==> config.mk <==
export PLATFORM = sky130hd
export DESIGN_NAME = mem_dump_sequencer_flat
export DESIGN_NICKNAME = d
export VERILOG_FILES = /design/src/rtl/mem_dump_sequencer_if.sv /design/src/rtl/mem_dump_sequencer.sv /design/src/flat_wrapper.sv
export SDC_FILE = /design/constraint.sdc
export NUM_CORES = 1
export LEC_CHECK = 0
export BUFFER_PORTS_ARGS = -buffer_cell sky130_fd_sc_hd__buf_2
export CAP_MARGIN = 25
export CELL_PAD_IN_SITES_DETAIL_PLACEMENT = 1
export CELL_PAD_IN_SITES_GLOBAL_PLACEMENT = 1
export CORE_MARGIN = 4
export CORE_UTILIZATION = 25
export CTS_BUF_LIST = sky130_fd_sc_hd__clkbuf_16
export CTS_CLUSTER_SIZE = 8
export DETAILED_ROUTE_END_ITERATION = 7
export GPL_TIMING_DRIVEN = 0
export PLACE_DENSITY_LB_ADDON = 0.1
export SYNTH_ARGS = -nofsm -noshare
export SYNTH_HDL_FRONTEND = slang
export SYNTH_SLANG_ARGS = --single-unit
==> constraint.sdc <==
create_clock -name i_clock -period 3.87 [get_ports i_clock]
set_input_delay 0.9675 -clock i_clock [delete_from_list [all_inputs] [get_ports i_clock]]
set_output_delay 0.9675 -clock i_clock [all_outputs]
set_load 0.02 [all_outputs]
==> src/rtl/mem_dump_sequencer_if.sv <==
`default_nettype none
// ============================================================================
// Module      : mem_dump_sequencer_if
// Description : Bus bundle between the memory dump sequencer, the debug port
//               of the memory stage and the UART transmitter.
// Revision    : 1.0 - initial release
// ============================================================================
interface mem_dump_sequencer_if #(
    parameter int NB_DATA = 32,
    parameter int NB_ADDR = 5
);
    // Memory debug port
    logic [NB_ADDR-1:0] o_addr_mem_debug_unit;
    logic               o_ctrl_addr_debug_mem;
    logic               o_ctrl_wr_debug_mem;
    logic [NB_DATA-1:0] i_mem_data;
    logic               i_bit_sucio;
    // UART transmitter handshake
    logic [7:0]         o_tx_data;
    logic               o_tx_start;
    logic               i_tx_done;

    // Sequencer side
    modport master (
        output o_addr_mem_debug_unit,
        output o_ctrl_addr_debug_mem,
        output o_ctrl_wr_debug_mem,
        input  i_mem_data,
        input  i_bit_sucio,
        output o_tx_data,
        output o_tx_start,
        input  i_tx_done
    );

    // Memory stage / UART side
    modport slave (
        input  o_addr_mem_debug_unit,
        input  o_ctrl_addr_debug_mem,
        input  o_ctrl_wr_debug_mem,
        output i_mem_data,
        output i_bit_sucio,
        input  o_tx_data,
        input  o_tx_start,
        output i_tx_done
    );
endinterface
`default_nettype wire

==> src/rtl/mem_dump_sequencer.sv <==
`default_nettype none
// ============================================================================
// Module      : mem_dump_sequencer
// Description : After a pipeline halt, takes ownership of the data memory,
//               sweeps every word address, and streams each word (optionally
//               only dirty words, prefixed with their address) to the UART
//               transmitter one byte at a time, MSB first.
// Revision    : 1.0 - initial release
// ============================================================================
module mem_dump_sequencer #(
    parameter int NB_DATA    = 32,
    parameter int NB_ADDR    = 5,
    parameter int N_WORDS    = 32,
    parameter int RD_LATENCY = 2
) (
    input  logic                 i_clock,
    input  logic                 i_reset,
    input  logic                 i_start,
    input  logic                 i_only_dirty,
    mem_dump_sequencer_if.master bus,
    output logic                 o_busy,
    output logic                 o_done
);

    // ------------------------------------------------------------------------
    // Derived constants
    // ------------------------------------------------------------------------
    localparam int c_NB_BYTES = NB_DATA / 8;
    // One spare byte on top of the data word holds the address prefix
    localparam int c_NB_BUF   = NB_DATA + 8;
    localparam int c_NB_WAIT  = (RD_LATENCY > 1) ? $clog2(RD_LATENCY) : 1;
    localparam int c_NB_CNT   = $clog2(c_NB_BYTES + 2);

    localparam logic [c_NB_WAIT-1:0] c_WAIT_LOAD = c_NB_WAIT'(RD_LATENCY - 1);
    localparam logic [NB_ADDR-1:0]   c_LAST_ADDR = NB_ADDR'(N_WORDS - 1);
    localparam logic [c_NB_CNT-1:0]  c_CNT_ONE   = c_NB_CNT'(1);
    localparam logic [c_NB_CNT-1:0]  c_CNT_WORD  = c_NB_CNT'(c_NB_BYTES);

    // ------------------------------------------------------------------------
    // State encoding
    // ------------------------------------------------------------------------
    localparam logic [2:0] c_S_IDLE    = 3'd0;
    localparam logic [2:0] c_S_ADDR    = 3'd1;
    localparam logic [2:0] c_S_WAIT    = 3'd2;
    localparam logic [2:0] c_S_CAPTURE = 3'd3;
    localparam logic [2:0] c_S_SEND    = 3'd4;
    localparam logic [2:0] c_S_WAIT_TX = 3'd5;
    localparam logic [2:0] c_S_NEXT    = 3'd6;
    localparam logic [2:0] c_S_DONE    = 3'd7;

    // ------------------------------------------------------------------------
    // Registers and next-state values
    // ------------------------------------------------------------------------
    logic [2:0]           state_q,      state_d;
    logic [NB_ADDR-1:0]   addr_q,       addr_d;       // sweep counter
    logic [NB_ADDR-1:0]   addr_out_q,   addr_out_d;   // address seen by memory
    logic [c_NB_WAIT-1:0] wait_q,       wait_d;
    logic [c_NB_CNT-1:0]  byte_cnt_q,   byte_cnt_d;
    logic [c_NB_BUF-1:0]  shift_q,      shift_d;
    logic                 only_dirty_q, only_dirty_d;

    logic [7:0]           w_addr_byte;
    logic [c_NB_BUF-1:0]  w_capture_buf;
    logic                 w_active;

    // ------------------------------------------------------------------------
    // Address prefix byte: zero-extended, or low byte for wide addresses
    // ------------------------------------------------------------------------
    generate
        if (NB_ADDR >= 8) begin : g_addr_trunc
            assign w_addr_byte = addr_q[7:0];
        end else begin : g_addr_zext
            assign w_addr_byte = {{(8 - NB_ADDR){1'b0}}, addr_q};
        end
    endgenerate

    // The top byte of the shift buffer is always the byte on the wire. In
    // dirty-only mode the address sits above the data so it goes out first.
    assign w_capture_buf = only_dirty_q ? {w_addr_byte, bus.i_mem_data}
                                        : {bus.i_mem_data, 8'h00};

    // Memory is owned (and forced to read) whenever a sweep is in progress
    assign w_active = (state_q != c_S_IDLE) && (state_q != c_S_DONE);

    assign bus.o_addr_mem_debug_unit = addr_out_q;
    assign bus.o_ctrl_addr_debug_mem = w_active;
    assign bus.o_ctrl_wr_debug_mem   = w_active;
    assign bus.o_tx_data             = shift_q[c_NB_BUF-1 -: 8];
    assign bus.o_tx_start            = (state_q == c_S_SEND);
    assign o_busy                    = w_active;
    assign o_done                    = (state_q == c_S_DONE);

    // Next-state logic for the sweep / capture / transmit sequence
    always_comb begin
        state_d      = state_q;
        addr_d       = addr_q;
        addr_out_d   = addr_out_q;
        wait_d       = wait_q;
        byte_cnt_d   = byte_cnt_q;
        shift_d      = shift_q;
        only_dirty_d = only_dirty_q;

        case (state_q)
            c_S_IDLE: begin
                if (i_start) begin
                    only_dirty_d = i_only_dirty;
                    addr_d       = '0;
                    state_d      = c_S_ADDR;
                end
            end

            c_S_ADDR: begin
                // Address becomes visible to the memory from the next cycle
                addr_out_d = addr_q;
                wait_d     = c_WAIT_LOAD;
                state_d    = c_S_WAIT;
            end

            c_S_WAIT: begin
                if (wait_q == '0) begin
                    state_d = c_S_CAPTURE;
                end else begin
                    wait_d = wait_q - 1'b1;
                end
            end

            c_S_CAPTURE: begin
                if (only_dirty_q && !bus.i_bit_sucio) begin
                    // Clean word skipped; buffer left untouched so the
                    // transmit byte only ever changes on entry to SEND
                    state_d = c_S_NEXT;
                end else begin
                    shift_d    = w_capture_buf;
                    byte_cnt_d = c_CNT_WORD + c_NB_CNT'(only_dirty_q);
                    state_d    = c_S_SEND;
                end
            end

            c_S_SEND: begin
                state_d = c_S_WAIT_TX;
            end

            c_S_WAIT_TX: begin
                if (bus.i_tx_done) begin
                    byte_cnt_d = byte_cnt_q - 1'b1;
                    if (byte_cnt_q != c_CNT_ONE) begin
                        shift_d = shift_q << 8;
                        state_d = c_S_SEND;
                    end else begin
                        state_d = c_S_NEXT;
                    end
                end
            end

            c_S_NEXT: begin
                if (addr_q == c_LAST_ADDR) begin
                    state_d = c_S_DONE;
                end else begin
                    addr_d  = addr_q + 1'b1;
                    state_d = c_S_ADDR;
                end
            end

            c_S_DONE: begin
                state_d = c_S_IDLE;
            end

            default: begin
                state_d = c_S_IDLE;
            end
        endcase
    end

    // State and datapath registers; reset aborts any dump in progress
    always_ff @(posedge i_clock) begin
        if (i_reset) begin
            state_q      <= c_S_IDLE;
            addr_q       <= '0;
            addr_out_q   <= '0;
            wait_q       <= '0;
            byte_cnt_q   <= '0;
            shift_q      <= '0;
            only_dirty_q <= 1'b0;
        end else begin
            state_q      <= state_d;
            addr_q       <= addr_d;
            addr_out_q   <= addr_out_d;
            wait_q       <= wait_d;
            byte_cnt_q   <= byte_cnt_d;
            shift_q      <= shift_d;
            only_dirty_q <= only_dirty_d;
        end
    end

endmodule
`default_nettype wire

==> src/flat_wrapper.sv <==
// flat-port wrapper written by rule: the top's interface ports become plain ports
module mem_dump_sequencer_flat 
#(
    parameter int NB_DATA    = 32,
    parameter int NB_ADDR    = 5,
    parameter int N_WORDS    = 32,
    parameter int RD_LATENCY = 2
)
  (i_clock, i_reset, i_start, i_only_dirty, o_busy, o_done, bus_o_addr_mem_debug_unit, bus_o_ctrl_addr_debug_mem, bus_o_ctrl_wr_debug_mem, bus_i_mem_data, bus_i_bit_sucio, bus_o_tx_data, bus_o_tx_start, bus_i_tx_done);
  mem_dump_sequencer_if #(.NB_DATA(NB_DATA), .NB_ADDR(NB_ADDR)) bus_i ();
  input  logic i_clock;
  input  logic i_reset;
  input  logic i_start;
  input  logic i_only_dirty;
  output logic o_busy;
  output logic o_done;
  output wire logic [$bits(bus_i.o_addr_mem_debug_unit)-1:0] bus_o_addr_mem_debug_unit;
  output wire logic [$bits(bus_i.o_ctrl_addr_debug_mem)-1:0] bus_o_ctrl_addr_debug_mem;
  output wire logic [$bits(bus_i.o_ctrl_wr_debug_mem)-1:0] bus_o_ctrl_wr_debug_mem;
  input wire logic [$bits(bus_i.i_mem_data)-1:0] bus_i_mem_data;
  input wire logic [$bits(bus_i.i_bit_sucio)-1:0] bus_i_bit_sucio;
  output wire logic [$bits(bus_i.o_tx_data)-1:0] bus_o_tx_data;
  output wire logic [$bits(bus_i.o_tx_start)-1:0] bus_o_tx_start;
  input wire logic [$bits(bus_i.i_tx_done)-1:0] bus_i_tx_done;
  assign bus_o_addr_mem_debug_unit = bus_i.o_addr_mem_debug_unit;
  assign bus_o_ctrl_addr_debug_mem = bus_i.o_ctrl_addr_debug_mem;
  assign bus_o_ctrl_wr_debug_mem = bus_i.o_ctrl_wr_debug_mem;
  assign bus_i.i_mem_data = bus_i_mem_data;
  assign bus_i.i_bit_sucio = bus_i_bit_sucio;
  assign bus_o_tx_data = bus_i.o_tx_data;
  assign bus_o_tx_start = bus_i.o_tx_start;
  assign bus_i.i_tx_done = bus_i_tx_done;
  mem_dump_sequencer #(.NB_DATA(NB_DATA), .NB_ADDR(NB_ADDR), .N_WORDS(N_WORDS), .RD_LATENCY(RD_LATENCY)) u_core (.i_clock(i_clock), .i_reset(i_reset), .i_start(i_start), .i_only_dirty(i_only_dirty), .bus(bus_i), .o_busy(o_busy), .o_done(o_done));
endmodule
Yosys cells after proc, flatten, opt, wreduce, memory -nomap -nowiden
Cells that the tools add are included.

cells by class
  add/subtract/negate cells = 4
  equal/unequal tests = 16
  muxes and demuxes = 20
  reduce and logical (&&, ||, !) cells = 13

operators by type and width
  cell                   number
  $mux W40               4
  $pmux W40 S2           1
  $pmux W3 S8            1
  $mux W3                6
  $eq A3 B3 Y1 const B   4
  $mux W5                2
  $ne A2 B2 Y1 const B   5
  $pmux W5 S2            1
  $reduce_and A3 Y1      3
  $eq A3 B2 Y1 const B   2
  $pmux W3 S2            1
  $reduce_bool A2 Y1     3
  $add A5 B1 Y5 const B  1
  $eq A5 B5 Y1 const B   1
  $mux W2                2
  $reduce_and A4 Y1      1
  $add A3 B1 Y3 const A  1
  $eq A3 B1 Y1 const B   1
  $logic_not A3 Y1       1
  $ne A3 B1 Y1 const B   1
  $ne A3 B3 Y1 const B   1
  $reduce_bool A3 Y1     1
  $sub A3 B1 Y3 const B  1
  $logic_and A1 B1 Y1    2
  other kinds (6)        6

word-level totals
  register bits = 58
  bits of input ports = 38
  output and inout bits = 18
  word-level logic and storage cells = 60

Longest topological paths before layout
  depth after elaboration = 4
  depth in mapped cells = 8
  mapped depth without buffers = 7

Worst setup path after synthesis
No wires, ideal clock.

  path type = reg2out
  start = register u_core.state_q[2]
  end = output port bus_o_ctrl_wr_debug_mem
  arrival = 1.549 ns
  data required time = 2.903 ns
  slack = 1.354 ns
  cell stages (with the launch flop) = 6
  buffers on the path = 3
  path through = dfxtp_1 > buf_6 > clkbuf_1 > and3_1 > a21oi_1 > buf_4

between the ends
  longest elaborated chain between the ends = 2
  elaborated cells between the ends (all ways) = 3
  classes of those cells = eq/ne: 1; reduce/logical: 2

RTL lines
  item                                                       line                       source
  start: declaration                                         mem_dump_sequencer.sv:54   logic [2:0] state_q, state_d;
  start signal: assignment                                   mem_dump_sequencer.sv:177  state_q <= c_S_IDLE;
  start signal: assignment                                   mem_dump_sequencer.sv:185  state_q <= state_d;
  $ne A3 B3 Y1 / $reduce_bool A3 Y1 (equally long branches)  mem_dump_sequencer.sv:83   assign w_active = (state_q != c_S_IDLE) && (state_q != c_S_DONE);
  $logic_and A1 B1 Y1 (*)                                    mem_dump_sequencer.sv:83
  end: declaration                                           flat_wrapper.sv:19         output wire logic [$bits(bus_i.o_ctrl_wr_debug_mem)-1:0] bus_o_ctrl_wr_debug_mem;

Every way passes the cells marked *; elsewhere a longest branch is shown, timed or not.

Worst setup path in the final report
  start = register u_core.state_q[0]
  end = output port bus_o_ctrl_wr_debug_mem

Same word-level chain as after synthesis.

==> impl_metrics.env <==
export IMPL_outcome="complete, no violations"
export IMPL_cts_htree_levels=3
export IMPL_port_buffers=55
export IMPL_cp_start_kind="flop"
export IMPL_cts_setup_buffers=0
export IMPL_skew_ns=0.00525
export IMPL_min_period_over_period_pct=73.8
export IMPL_p_leak_nw=1.53
export IMPL_dr_total_vias=3121
export IMPL_fillers=1545
export IMPL_grt_max_degree=11
export IMPL_slowest_delay_ns=0.43
export IMPL_synth_top_area_share_pct=35.0
export IMPL_worst_pin_slew_ns=0.654
export IMPL_dp_hpwl_um=8900
export IMPL_ioPinCount=56
export IMPL_grtUsageTotal_pct=16.3
export IMPL_clk_pin_slew_worst_paths_ns=0.05
export IMPL_grt_pass1_vias=3284
export IMPL_hp_start="u_core.shift_q[16]"
export IMPL_post_dp_cell_area_um2=3810
export IMPL_clock_root_buffer="clkbuf_16"
export IMPL_path_max_fanout=10
export IMPL_synth_main_ff_cell="dfxtp_1"
export IMPL_first_iter_violations=90
export IMPL_worst_ep_arrival_time_ns=1.89
export IMPL_power_mw=1.57
export IMPL_ant_nets=0
export IMPL_synth_nets=422
export IMPL_grt_first_pass_wirelength_um=18400
export IMPL_synth_area_leaders="dfxtp_1, mux2_2, a21oi_1, o21ai_0, nand3_1"
export IMPL_period_minus_slack_ns=2.86
export IMPL_setup_ws_ns=1.01
export IMPL_critPathCaptureType="output port"
export IMPL_drv_cap=0
export IMPL_setup_viol=0
export IMPL_pre_cts_slack_ns=1.36
export IMPL_max_vdd_ir_drop_mv=0.141
export IMPL_wl_met2_um=5340
export IMPL_hold_slack_ns=0.476
export IMPL_fin_nets=488
export IMPL_ys_top_cells_by_count="dfxtp_1, mux2_2, a21oi_1, o21ai_0, nand3_1"
export IMPL_yosys_warnings=0
export IMPL_syn_avg_cell_area_um2=8.74
export IMPL_finalHoldViolCount=0
export IMPL_min_path_type="flop to flop"
export IMPL_wl_met3_um=437
export IMPL_top_layer="met4"
export IMPL_async_reset_ff_share_pct=0
export IMPL_syn_cell_area_um2=3320
export IMPL_drv_slew=0
export IMPL_cpMaxStageDelayCell="clkbuf_1"
export IMPL_die_x_um=123
export IMPL_routedWlPerCell_um=18.9
export IMPL_clk_latency_ns=0.33
export IMPL_fmax_mhz=350
export IMPL_pwr_share_comb_pct=17.0
export IMPL_powerDensity_nw_per_um2=386
export IMPL_post_cts_resized=0
export IMPL_reg2reg_from="u_core.byte_cnt_q[0]"
export IMPL_fin_area_um2=4060
export IMPL_seqPwrFrac_pct=39.0
export IMPL_dieArea_um2=15200
export IMPL_intPower_mw=1.13
export IMPL_criticalPathCategory="flop to output port"
export IMPL_synthToLayoutAreaGrowth_pct=22.2
export IMPL_required_ns=2.90
export IMPL_rsz0062_at_grt="false"
export IMPL_clock_path_buffers=2
export IMPL_p_sw_mw=0.441
export IMPL_core_um2=12800
export IMPL_ctsHoldBuffers=0
export IMPL_relSlewSlack_pct=56.4
export IMPL_firstDrtPassIters=5
export IMPL_placed_cells=607
export IMPL_switching_share_pct=28.1
export IMPL_cp_common_cell="buf_2"
export IMPL_cts_buffers_inserted=9
export IMPL_power_frac_clock_pct=44.0
export IMPL_start_util_pct=25.9
export IMPL_cts_sinks=58
export IMPL_synth_cells=380
export IMPL_routedLengthMet1_um=5750
export IMPL_fp_dieH_um=123
export IMPL_num_rows=41
export IMPL_antenna_found_initial=0
export IMPL_drc=0
export IMPL_yosysSeqAreaShare_pct=35.0
export IMPL_synth_edf_count=0
export IMPL_synth_seq_cells=58
export IMPL_grt_overflow=0
export IMPL_viasPerCell=5.02
export IMPL_layout_drive_gt1_share_pct=34.7
export IMPL_crit_path_start="u_core.state_q[0]"
export IMPL_fin_tns_setup_ns=0
export IMPL_synthDistinctLibCells=43
export IMPL_final_cells=622
export IMPL_antenna_cells=0
export IMPL_yosys_area_top_type="dfxtp_1"
export IMPL_place_congestion=0.758
export IMPL_post_route_util_pct=31.6
export IMPL_cp_cell_sequence="buf_2 -> clkbuf_1 -> and3_1 -> a21oi_1 -> buf_4 -> buf_2"
export IMPL_cts_tree="done"
export IMPL_drt_wl_total_um=11800
[per-layer routing]
metal  track usage (%)  vias to the layer above
met5                 0                        -
met3              2.93                       19
li1                  -                     1502
met4              6.30                        0
met2              25.9                       68
met1              21.9                     1532
[power groups by stage]
| stage | logic, mW | clock network, mW | registers, mW |
|---|---|---|---|
| floorplan | 0.173 | 0 | 0.622 |
| global placement | 0.268 | 0 | 0.623 |
| detailed placement | 0.269 | 0 | 0.624 |
| CTS | 0.270 | 0.712 | 0.611 |
| global route | 0.293 | 0.737 | 0.612 |
| finish | 0.267 | 0.690 | 0.611 |
[worst max-delay path, delay by kind of cell, from the launching register on]
kind,cells,cell delay (ns)
compound gates,1,0.07
buf+inv,4,0.94
flops,1,0.30
simple gates,1,0.25
[cell type report]
cell class              instances  area [um2]  share of cell area, %
clock inverters                 6        22.5                  0.555
inverters                       6        22.5                  0.555
multi-input cells             268        1890                   46.5
repair buffers                 55         275                   6.78
well taps                     172         215                   5.30
flip-flops and latches         58        1160                   28.6
plain buffers                  48         251                   6.20
clock buffers                   9         225                   5.55
[cell usage in the layout (no fill, tap or decap), types with 2 or more instances in the layout]
master and instances:
a211o_1 2, a211oi_1 6, a21oi_1 50, a311oi_1 3, a31oi_1 2, and3_1 3
buf_1 5, buf_2 69, buf_4 10, buf_6 2, clkbuf_1 16, clkbuf_16 9
dfxtp_1 58, ha_1 4, inv_1 12, mux2_2 58, mux2i_1 7, nand2_1 3
nand2b_1 8, nand3_1 32, nand3b_1 3, nand4_1 8, nor2_1 16, nor3b_1 4
o21ai_0 40, xnor2_1 2
[worst paths after layout]
| check | endpoint | slack [ns] | cells past startpoint |
|---|---|---|---|
| worst max register to register | u_core.shift_q[34] | 1.84 | 7 |
| worst min-delay path | u_core.shift_q[16] | 0.48 | 2 |
| worst min register to register | u_core.shift_q[16] | 0.48 | 2 |
| worst max-delay path | bus_o_ctrl_wr_debug_mem | 1.01 | 6 |
[state kept, by name, summed over array words and instances, names as in the netlist]
register / count
u_core.state_q: 3
u_core.bus.o_addr_mem_debug_unit: 5
u_core.addr_q: 5
u_core.wait_q: 1
u_core.byte_cnt_q: 3
u_core.shift_q: 40
u_core.only_dirty_q: 1
[cells by family after synthesis]
| logic type | count (synthesis) | share of synthesized area [%] |
|---|---|---|
| and+or+nand+nor | 86 | 14.2 |
| xor gates and xnor gates | 2 | 0.528 |
| buffers and inverters | 54 | 8.25 |
| muxes | 65 | 21.8 |
| AOI/OAI and AO/OA | 111 | 18.8 |
| adders and majority gates | 4 | 1.51 |
| DFF | 58 | 35.0 |
Note: power is estimated with default switching activity, not from simulation.
